File: config.mk
export PLATFORM = sky130hd
export DESIGN_NAME = cache_miss_ctrl
export DESIGN_NICKNAME = d
export VERILOG_FILES = /design/src/rtl/cache_miss_ctrl.sv
export SDC_FILE = /design/constraint.sdc
export NUM_CORES = 1
export LEC_CHECK = 0
export ABC_AREA = 1
export BUFFER_PORTS_ARGS = -buffer_cell sky130_fd_sc_hd__buf_2
export CELL_PAD_IN_SITES_DETAIL_PLACEMENT = 1
export CELL_PAD_IN_SITES_GLOBAL_PLACEMENT = 1
export CORE_ASPECT_RATIO = 1.1
export CORE_MARGIN = 3
export CORE_UTILIZATION = 31
export CTS_BUF_LIST = sky130_fd_sc_hd__clkbuf_8
export DETAILED_ROUTE_END_ITERATION = 12
export GPL_TIMING_DRIVEN = 0
export PLACE_DENSITY_LB_ADDON = 0.1
export SLEW_MARGIN = 40
export SYNTH_ARGS = -nofsm -noshare
export SYNTH_HDL_FRONTEND = slang
export SYNTH_SLANG_ARGS = --single-unit
File: constraint.sdc
create_clock -name CLK -period 1.6 [get_ports CLK]
set_input_delay 0.16 -clock CLK [delete_from_list [all_inputs] [get_ports CLK]]
set_output_delay 0.16 -clock CLK [all_outputs]
set_load 0.03 [all_outputs]
File: src/rtl/cache_miss_ctrl.sv
// Miss/refill and write-through sequencer between the data cache and data memory.
// Define CACHE_PERF_CNT_EN to add saturating hit/miss/write counter outputs.
module cache_miss_ctrl #(
    parameter int ADDRESS_WIDTH = 17,
    parameter int DATA_WIDTH    = 32
) (
    input  logic                     CLK,
    input  logic                     RST,
    input  logic                     MemRead,
    input  logic [3:0]               WE,
    input  logic [ADDRESS_WIDTH-1:0] A,
    input  logic [DATA_WIDTH-1:0]    WD,
    input  logic                     hit_i,
    output logic                     Stall,
    output logic                     FillEn,
    output logic [DATA_WIDTH-1:0]    FoundData,
    output logic                     mem_req,
    output logic                     mem_we,
    output logic [ADDRESS_WIDTH-1:0] mem_addr,
    output logic [DATA_WIDTH-1:0]    mem_wdata,
    output logic [3:0]               mem_be,
    input  logic                     mem_ack,
    input  logic [DATA_WIDTH-1:0]    mem_rdata
`ifdef CACHE_PERF_CNT_EN
    ,
    output logic [31:0]              hit_cnt,
    output logic [31:0]              miss_cnt,
    output logic [31:0]              wr_cnt
`endif
);

    typedef enum logic [1:0] {IDLE, RD_REQ, WR_REQ, DONE} state_t;

    state_t state;
    logic   busy;
    logic   store_req;
    logic   miss_req;
    logic   unused_a;

    assign store_req = |WE;
    assign miss_req  = MemRead & ~hit_i;
    assign unused_a  = ^A[1:0];

    // The first stall cycle must appear in the same cycle as the request, so the
    // IDLE term is combinational; the memory-wait term comes from a register.
    assign Stall = busy | ((state == IDLE) & ~RST & (store_req | miss_req));

    always_ff @(posedge CLK) begin
        if (RST) begin
            state     <= IDLE;
            busy      <= 1'b0;
            FillEn    <= 1'b0;
            FoundData <= '0;
            mem_req   <= 1'b0;
            mem_we    <= 1'b0;
            mem_addr  <= '0;
            mem_wdata <= '0;
            mem_be    <= '0;
        end else begin
            case (state)
                IDLE: begin
                    FillEn <= 1'b0;
                    if (store_req) begin
                        mem_addr  <= {A[ADDRESS_WIDTH-1:2], 2'b00};
                        mem_wdata <= WD;
                        mem_be    <= WE;
                        mem_req   <= 1'b1;
                        mem_we    <= 1'b1;
                        busy      <= 1'b1;
                        state     <= WR_REQ;
                    end else if (miss_req) begin
                        mem_addr  <= {A[ADDRESS_WIDTH-1:2], 2'b00};
                        mem_req   <= 1'b1;
                        mem_we    <= 1'b0;
                        busy      <= 1'b1;
                        state     <= RD_REQ;
                    end
                end
                RD_REQ: begin
                    if (mem_ack) begin
                        FoundData <= mem_rdata;
                        FillEn    <= 1'b1;
                        mem_req   <= 1'b0;
                        busy      <= 1'b0;
                        state     <= DONE;
                    end
                end
                WR_REQ: begin
                    if (mem_ack) begin
                        mem_req <= 1'b0;
                        mem_we  <= 1'b0;
                        busy    <= 1'b0;
                        state   <= DONE;
                    end
                end
                DONE: begin
                    // Requests seen here are ignored; IDLE re-evaluates them next cycle.
                    FillEn <= 1'b0;
                    state  <= IDLE;
                end
                default: state <= IDLE;
            endcase
        end
    end

`ifdef CACHE_PERF_CNT_EN
    always_ff @(posedge CLK) begin
        if (RST) begin
            hit_cnt  <= '0;
            miss_cnt <= '0;
            wr_cnt   <= '0;
        end else if (state == IDLE) begin
            if (MemRead & hit_i & ~store_req & (hit_cnt != 32'hFFFF_FFFF))
                hit_cnt <= hit_cnt + 32'd1;
            if (store_req) begin
                if (wr_cnt != 32'hFFFF_FFFF) wr_cnt <= wr_cnt + 32'd1;
            end else if (miss_req) begin
                if (miss_cnt != 32'hFFFF_FFFF) miss_cnt <= miss_cnt + 32'd1;
            end
        end
    end
`endif

endmodule

==> results_dict.tcl, run 1 <==
set metrics [dict create \
    diodes 0 \
    crit_arrival_ps 1360 \
    clock_latency_ps 340 \
    ys_seq_elements 88 \
    ir_drop_uv 540 \
    hpwl_um 7910 \
    syn_to_final_growth_pct 38.4 \
    fillers 1340 \
    seqCellArea_um2 1760 \
    cts_made_buffers 9 \
    path_class "flip-flop to output pin" \
    synth_cell_types 22 \
    port_buffers 174 \
    finalSetupViolCount 0 \
    clk_pin_slew_ps 80 \
    grt_max_degree 18 \
    post-route-period-util_pct 94.8 \
    cts_num_sinks 88 \
    hold_viol_final 0 \
    crit_fanout 17 \
    cts_tree "done" \
    final_cells 748 \
    setup_slack_ps 82.7 \
    p_comb_share_pct 47.6 \
    detail_route.wirelength_um 10100 \
    cp-start-kind "flip-flop" \
    grt_pass1_vias 3609 \
    rsz0062_at_grt "false" \
    status "finished clean" \
    vias_per_cell 4.55 \
    p_per_area_nw_per_um2 1860 \
    end_kind "output pin" \
    root_buffer "clkbuf_8" \
    muxShareOfSynthArea_pct 0 \
    dp_slack_ps -32.4 \
    synth-compound-area-share_pct 14.0 \
    grt_overflow 0 \
    synth_xor_area_share_pct 0 \
    required_ps 1440 \
    core_area_um2 10100 \
    fp-row-count 38 \
    multi_input_area_um2 1340 \
    grt_usage_pct 17.1 \
    internal_power_mw 4.77 \
    cts_max_level 3 \
    slew_violations 0 \
    hp-class "input port to flip-flop" \
    die_w_um 104 \
    pwr-share-clk_pct 16.3 \
    hold_ws_ps 53.9 \
    drtAntennaViolNets 0 \
    synth_warnings 0 \
    p_sw_share_pct 43.6 \
    dr.pass1.iters 4 \
    wl_per_cell_um 13.5 \
    synth.avg_cell_area_um2 7.85 \
    power_leakage_nw 2.27 \
    synth-simple-area-share_pct 24.1 \
    final_common_cell "buf_2" \
    seq_area_frac_synth_pct 53.6 \
    start_util_pct 32.6 \
    vias 3405 \
    synth_fa_ha_area_share_pct 1.52 \
    nNetsFinal 699 \
    die_h_um 114 \
    drive_above_1_share_pct 36.2 \
    p_sw_mw 3.69 \
    drc 0 \
    synth_area_um2 3290 \
    dp.cells 734 \
    clock_path_buffers 2 \
    gp_congestion 0.748 \
    most-common-layout-cells "buf_2 (180), nor2_1 (98), dfxtp_1 (86)" \
    max_freq_mhz 659 \
    grt_pass1_wl_um 16700 \
    syn_inst 419 \
    clock_skew_ps 3.31 \
    drt_iter0_markers 51 \
    power_frac_seq_pct 36.2 \
    io_pins 179 \
    synth_top_family_by_area "simple AND/OR/NAND/NOR gates" \
    fin_crit_ps 1520 \
    drv_cap 0 \
    antenna_found_initial 0 \
    die_area_um2 11900 \
]
registers in the layout, indices dropped and copies added, names as in the netlist:
name and cells:
mem_wdata 32, mem_be 4, mem_addr 15, FillEn 1
state 2, busy 1, mem_we 1, FoundData 32
Yosys cell counts:
cell      instances  area [µm²]
buf_1             2        7.51
inv_2             1        3.75
nor2_1           98         368
dfxtp_1          88        1760
nor2_2            2        12.5
nand2_1          51         191
nand4_1           2        12.5
clkbuf_1          9        33.8
buf_4             5        37.5
conb_1            1        3.75
a21oi_1          39         195
nand3_1          37         185
a21oi_2           1        8.76
inv_1            12        45.0
ha_1              4        50.1
o21ai_0          50         250
nand2_4           1        11.3
buf_6             4        45.0
nand2_2           2        12.5
clkbuf_4          1        7.51
buf_2             8        40.0
o21ai_1           1        5.00
area by class of cell:
type | count | share of cell area [%]
buffer | 28 | 3.74
clock buffer | 12 | 3.63
clock inverter | 2 | 0.165
inverter | 13 | 1.07
multi-input combinational | 290 | 29.4
sequential | 88 | 38.8
tap | 140 | 3.85
timing repair buffer | 175 | 19.4
cells by family after synthesis:
kind of cell	Yosys count
and+or+nand+nor	193
other	1
DFF	88
adders and majority gates	4
AOI/OAI and AO/OA	91
buffers and inverters	42
stage by stage:
step	cell area, µm²	utilization, %	power (mW)	setup TNS (ps)
2_1_floorplan	3290	-	5.89	0
3_3_place_gp	4340	43.0	6.96	-2.80
3_5_place_dp	4340	43.0	7.09	-32.4
4_1_cts	4540	45.1	8.63	0
5_1_grt	4550	45.1	9.15	0
6_report	4550	45.1	8.46	0
repair_timing:
action	in CTS	in global routing
gates resized for setup	7	9
buffers inserted	1	0
endpoints found under the hold margin	0	0
hold buffers	0	0
pin swaps	1	0
setup endpoints to repair	1	26
power by group through the flow:
stage          sequential [mW]  clock [mW]  combinational [mW]
2_1_floorplan             4.19           0                1.71
3_3_place_gp              3.07           0                3.89
3_5_place_dp              3.10           0                3.98
4_1_cts                   3.06        1.46                4.10
5_1_grt                   3.14        1.55                4.45
6_report                  3.06        1.38                4.02
worst max-delay path, stage by stage, from the launching register on:
cell and delay (ps):
dfxtp_2 340, inv_2 90, ha_4 170, nand2_8 90, o21ai_1 140, buf_4 180
layer usage:
layer  vias to the layer above  share of wire (%)  track usage, %
met1                      1561                 42            19.3
met4                         0                1.0            6.38
li1                       1728                  -               -
met3                         9                7.7            5.26
met5                         -                  0               0
met2                       107                 50            30.6
final timing paths:
| check | endpoint | startpoint | slack, ps | cells past startpoint |
|---|---|---|---|---|
| setup / recovery | Stall | state[1]$_SDFFE_PP0P_ | 80 | 5 |
| hold / removal | mem_addr[7]$_SDFFE_PP0P_ | A[7] | 50 | 3 |
| setup reg to reg | mem_wdata[1]$_SDFFE_PP0P_ | state[1]$_SDFFE_PP0P_ | 180 | 7 |
| hold reg to reg | mem_wdata[12]$_SDFFE_PP0P_ | mem_wdata[12]$_SDFFE_PP0P_ | 460 | 2 |
Note: power is estimated with default switching activity, not from simulation.
==> inputs of run 2 (changes only) <==
--- a/config.mk
+++ b/config.mk
@@ -5,14 +5,14 @@
 export SDC_FILE = /design/constraint.sdc
 export NUM_CORES = 1
 export LEC_CHECK = 0
-export ABC_AREA = 1
 export BUFFER_PORTS_ARGS = -buffer_cell sky130_fd_sc_hd__buf_2
-export CELL_PAD_IN_SITES_DETAIL_PLACEMENT = 1
-export CELL_PAD_IN_SITES_GLOBAL_PLACEMENT = 1
+export CELL_PAD_IN_SITES_DETAIL_PLACEMENT = 0
+export CELL_PAD_IN_SITES_GLOBAL_PLACEMENT = 2
 export CORE_ASPECT_RATIO = 1.1
 export CORE_MARGIN = 3
-export CORE_UTILIZATION = 31
+export CORE_UTILIZATION = 25
 export CTS_BUF_LIST = sky130_fd_sc_hd__clkbuf_8
+export CTS_CLUSTER_SIZE = 10
 export DETAILED_ROUTE_END_ITERATION = 12
 export GPL_TIMING_DRIVEN = 0
 export PLACE_DENSITY_LB_ADDON = 0.1
==> run 2 against run 1 <==
Clock skew increased by 5.5 ps. Critical endpoint unchanged. Register-to-register slack got worse by 70 ps. Largest power group unchanged. Synthesized cell count shrank 4.3%. Combinational power shrank 5.5%. Clock power grew 17%. Maximum frequency decreased by 2.2%. Flip-flop and latch count did not move. Wire length is 0.19% higher. Via count fell by 3.3%. Die area grew 25%. Global-route usage is 3.5 points lower. Sequential power decreased by 5%.
==> results_dict.tcl, run 2 <==
set metrics [dict create \
    dr.pass1.iters 4 \
    path_class "flip-flop to output pin" \
    p_sw_mw 3.40 \
    max_freq_mhz 644 \
    cts_tree "done" \
    ir_drop_uv 868 \
    ys_top_cells_by_area "dfxtp_1 (53%), nand2_1 (18%), a21oi_1 (9.1%)" \
    hold_ws_ps 29.7 \
    clk_pin_slew_ps 80 \
    p_comb_share_pct 45.7 \
    fin_crit_ps 1550 \
    path_buf_inv 2 \
    port_buffers 174 \
    hold_viol_final 0 \
    ys_async_sr_fraction_pct 0 \
    detail_route.wirelength_um 10200 \
    pwr-share-clk_pct 19.3 \
    cp-start-kind "flip-flop" \
    start_util_pct 26.1 \
    cts_made_buffers 9 \
    synth_cell_types 33 \
    synth_common_cells "nand2_1 (163), dfxtp_1 (88), a21oi_1 (61), clkbuf_1 (19), mux2i_1 (15)" \
    power.total_mw 8.32 \
    diodes 0 \
    drv_cap 0 \
    fp-row-count 43 \
    core_area_um2 12900 \
    clock_skew_ps 8.83 \
    slowest_delay_ps 360 \
    clock_path_buffers 2 \
    io_pins 179 \
    synth.avg_cell_area_um2 8.36 \
    syn_to_final_growth_pct 41.5 \
    antenna_found_initial 0 \
    reg_top3 "FoundData (32), mem_wdata (32), mem_addr (15)" \
    path_cells "inv_2, ha_4, a21boi_4, a21o_1, buf_6" \
    drive_above_1_share_pct 38.0 \
    synth_most_common_cell "nand2_1" \
    crit_arrival_ps 1390 \
    internal_power_mw 4.92 \
    grt_use_met2_pct 21.9 \
    post-route-period-util_pct 97.0 \
    hp-class "input port to flip-flop" \
    multi_input_area_um2 1440 \
    grt_pass1_wl_um 15800 \
    cp_top_family "flip-flops" \
    slew_headroom_pct 56.2 \
    grt_usage_pct 13.6 \
    die_h_um 127 \
    worst_path_max_delay_cell "dfxtp_2" \
    vias_per_cell 4.36 \
    wl_per_cell_um 13.4 \
    root_buffer "clkbuf_8" \
    end_kind "output pin" \
    most-common-layout-cells "buf_2 (174), nand2_1 (163), dfxtp_1 (86)" \
    synth_warnings 0 \
    drc 0 \
    finalSetupViolCount 0 \
    cts_max_level 3 \
    die_area_um2 14800 \
    nNetsFinal 688 \
    p_sw_share_pct 40.9 \
    rsz0062_at_grt "true" \
    power_frac_seq_pct 35.0 \
    die_w_um 116 \
    seq_area_frac_synth_pct 52.5 \
    yosys.area.top_type_share_pct 52.5 \
    hpwl_um 7570 \
    grt_max_degree 14 \
    crit_fanout 4 \
    reg2reg_slack_ps 110 \
    ys_seq_elements 88 \
    use_met1_pct 16.5 \
    status "finished clean" \
    grt_overflow 0 \
    use_met3_pct 4.50 \
    syn_inst 401 \
    ys.flop_type "dfxtp_1" \
    vias 3291 \
    drt_iter0_markers 130 \
    p_per_area_nw_per_um2 1750 \
    synth_largest_area_cell "dfxtp_1" \
    slew_violations 0 \
    tightest_slew_ps 655 \
    fillers 1426 \
    final_common_cell "buf_2" \
    synth_edf_count 0 \
    gp_congestion 0.728 \
    required_ps 1440 \
    drtAntennaViolNets 0 \
    grt_busiest_layer "met2" \
    power_leakage_nw 2.27 \
    cts_num_sinks 88 \
    seqCellArea_um2 1760 \
    synth_area_um2 3350 \
    clock_latency_ps 350 \
    grt_pass1_vias 3227 \
]
run 2: cell types whose count changed after synthesis, moves of 10 or more:
cell      change
a21oi_1      +22
clkbuf_1     +10
mux2i_1      +15
nand2_1     +112
nand3_1      -37
nor2_1       -94
o21ai_0      -48
run 2: per-layer routing:
metal  up-vias  share of wire [%]
li1       1682                  -
met1      1491                 42
met2       107                 48
met3        11                8.2
met4         0                1.6
met5         -                  0
run 2: cell type report:
type	count	share of cell area (%)
sequential	88	37.2
multi-input combinational	281	30.4
timing repair buffer	184	20.2
tap	157	4.14
clock buffer	12	3.48
buffer	26	3.38
clock inverter	3	0.870
inverter	4	0.316
run 2: worst register-to-register path: stages (launching register included):
cell and delay (ps):
dfxtp_2 360, inv_2 60, ha_4 230, nor2b_1 130, a311oi_1 240, mux2_2 360
run 2: power by group through the flow:
stage                     Clock, mW  Sequential, mW  Combinational [mW]
after CTS                      1.70            2.92                3.86
after global routing           1.78            2.97                4.17
after detailed placement          0            2.96                3.69
after global placement            0            2.94                3.67
final                          1.61            2.91                3.80
after floorplan                   0            3.84                1.75
run 2: cell families after synthesis:
group                    synth area share (%)
multiplexers                             4.81
flip-flops                               52.5
buffers and inverters                    5.15
AND/OR/NAND/NOR                          20.9
AO/OA/AOI/OAI                            15.0
other                                   0.112
adder cells (fa/ha/maj)                  1.49
run 2: through the flow:
step	TNS (ps)	cell area, µm²	instances	utilization, %	setup WS [ps]
after floorplan	0	3370	402	-	72.2
after global placement	-3900	4440	733	34.5	-127
after detailed placement	-4430	4440	733	34.5	-164
after CTS	-116	4730	756	36.8	-116
after global routing	-38.1	4740	755	36.9	-38.1
final	0	4740	755	36.9	48.2
run 2: timing repair:
action / CTS / global route
buffers inserted: 6 / 1
pin swaps: 1 / 3
hold buffers: 3 / 0
endpoints found under the setup margin: 63 / 44
resized for setup: 12 / 14
endpoints found under the hold margin: 3 / 0
run 2: worst paths after layout:
check / start / endpoint / cells past startpoint
worst min register to register: FoundData[18]$_SDFFE_PP0P_ / FoundData[18]$_SDFFE_PP0P_ / 2
worst max-delay path: state[0]$_SDFFE_PP0P_ / Stall / 5
worst max register to register: state[0]$_SDFFE_PP0P_ / busy$_SDFFE_PP0P_ / 5
worst min-delay path: mem_rdata[10] / FoundData[10]$_SDFFE_PP0P_ / 3
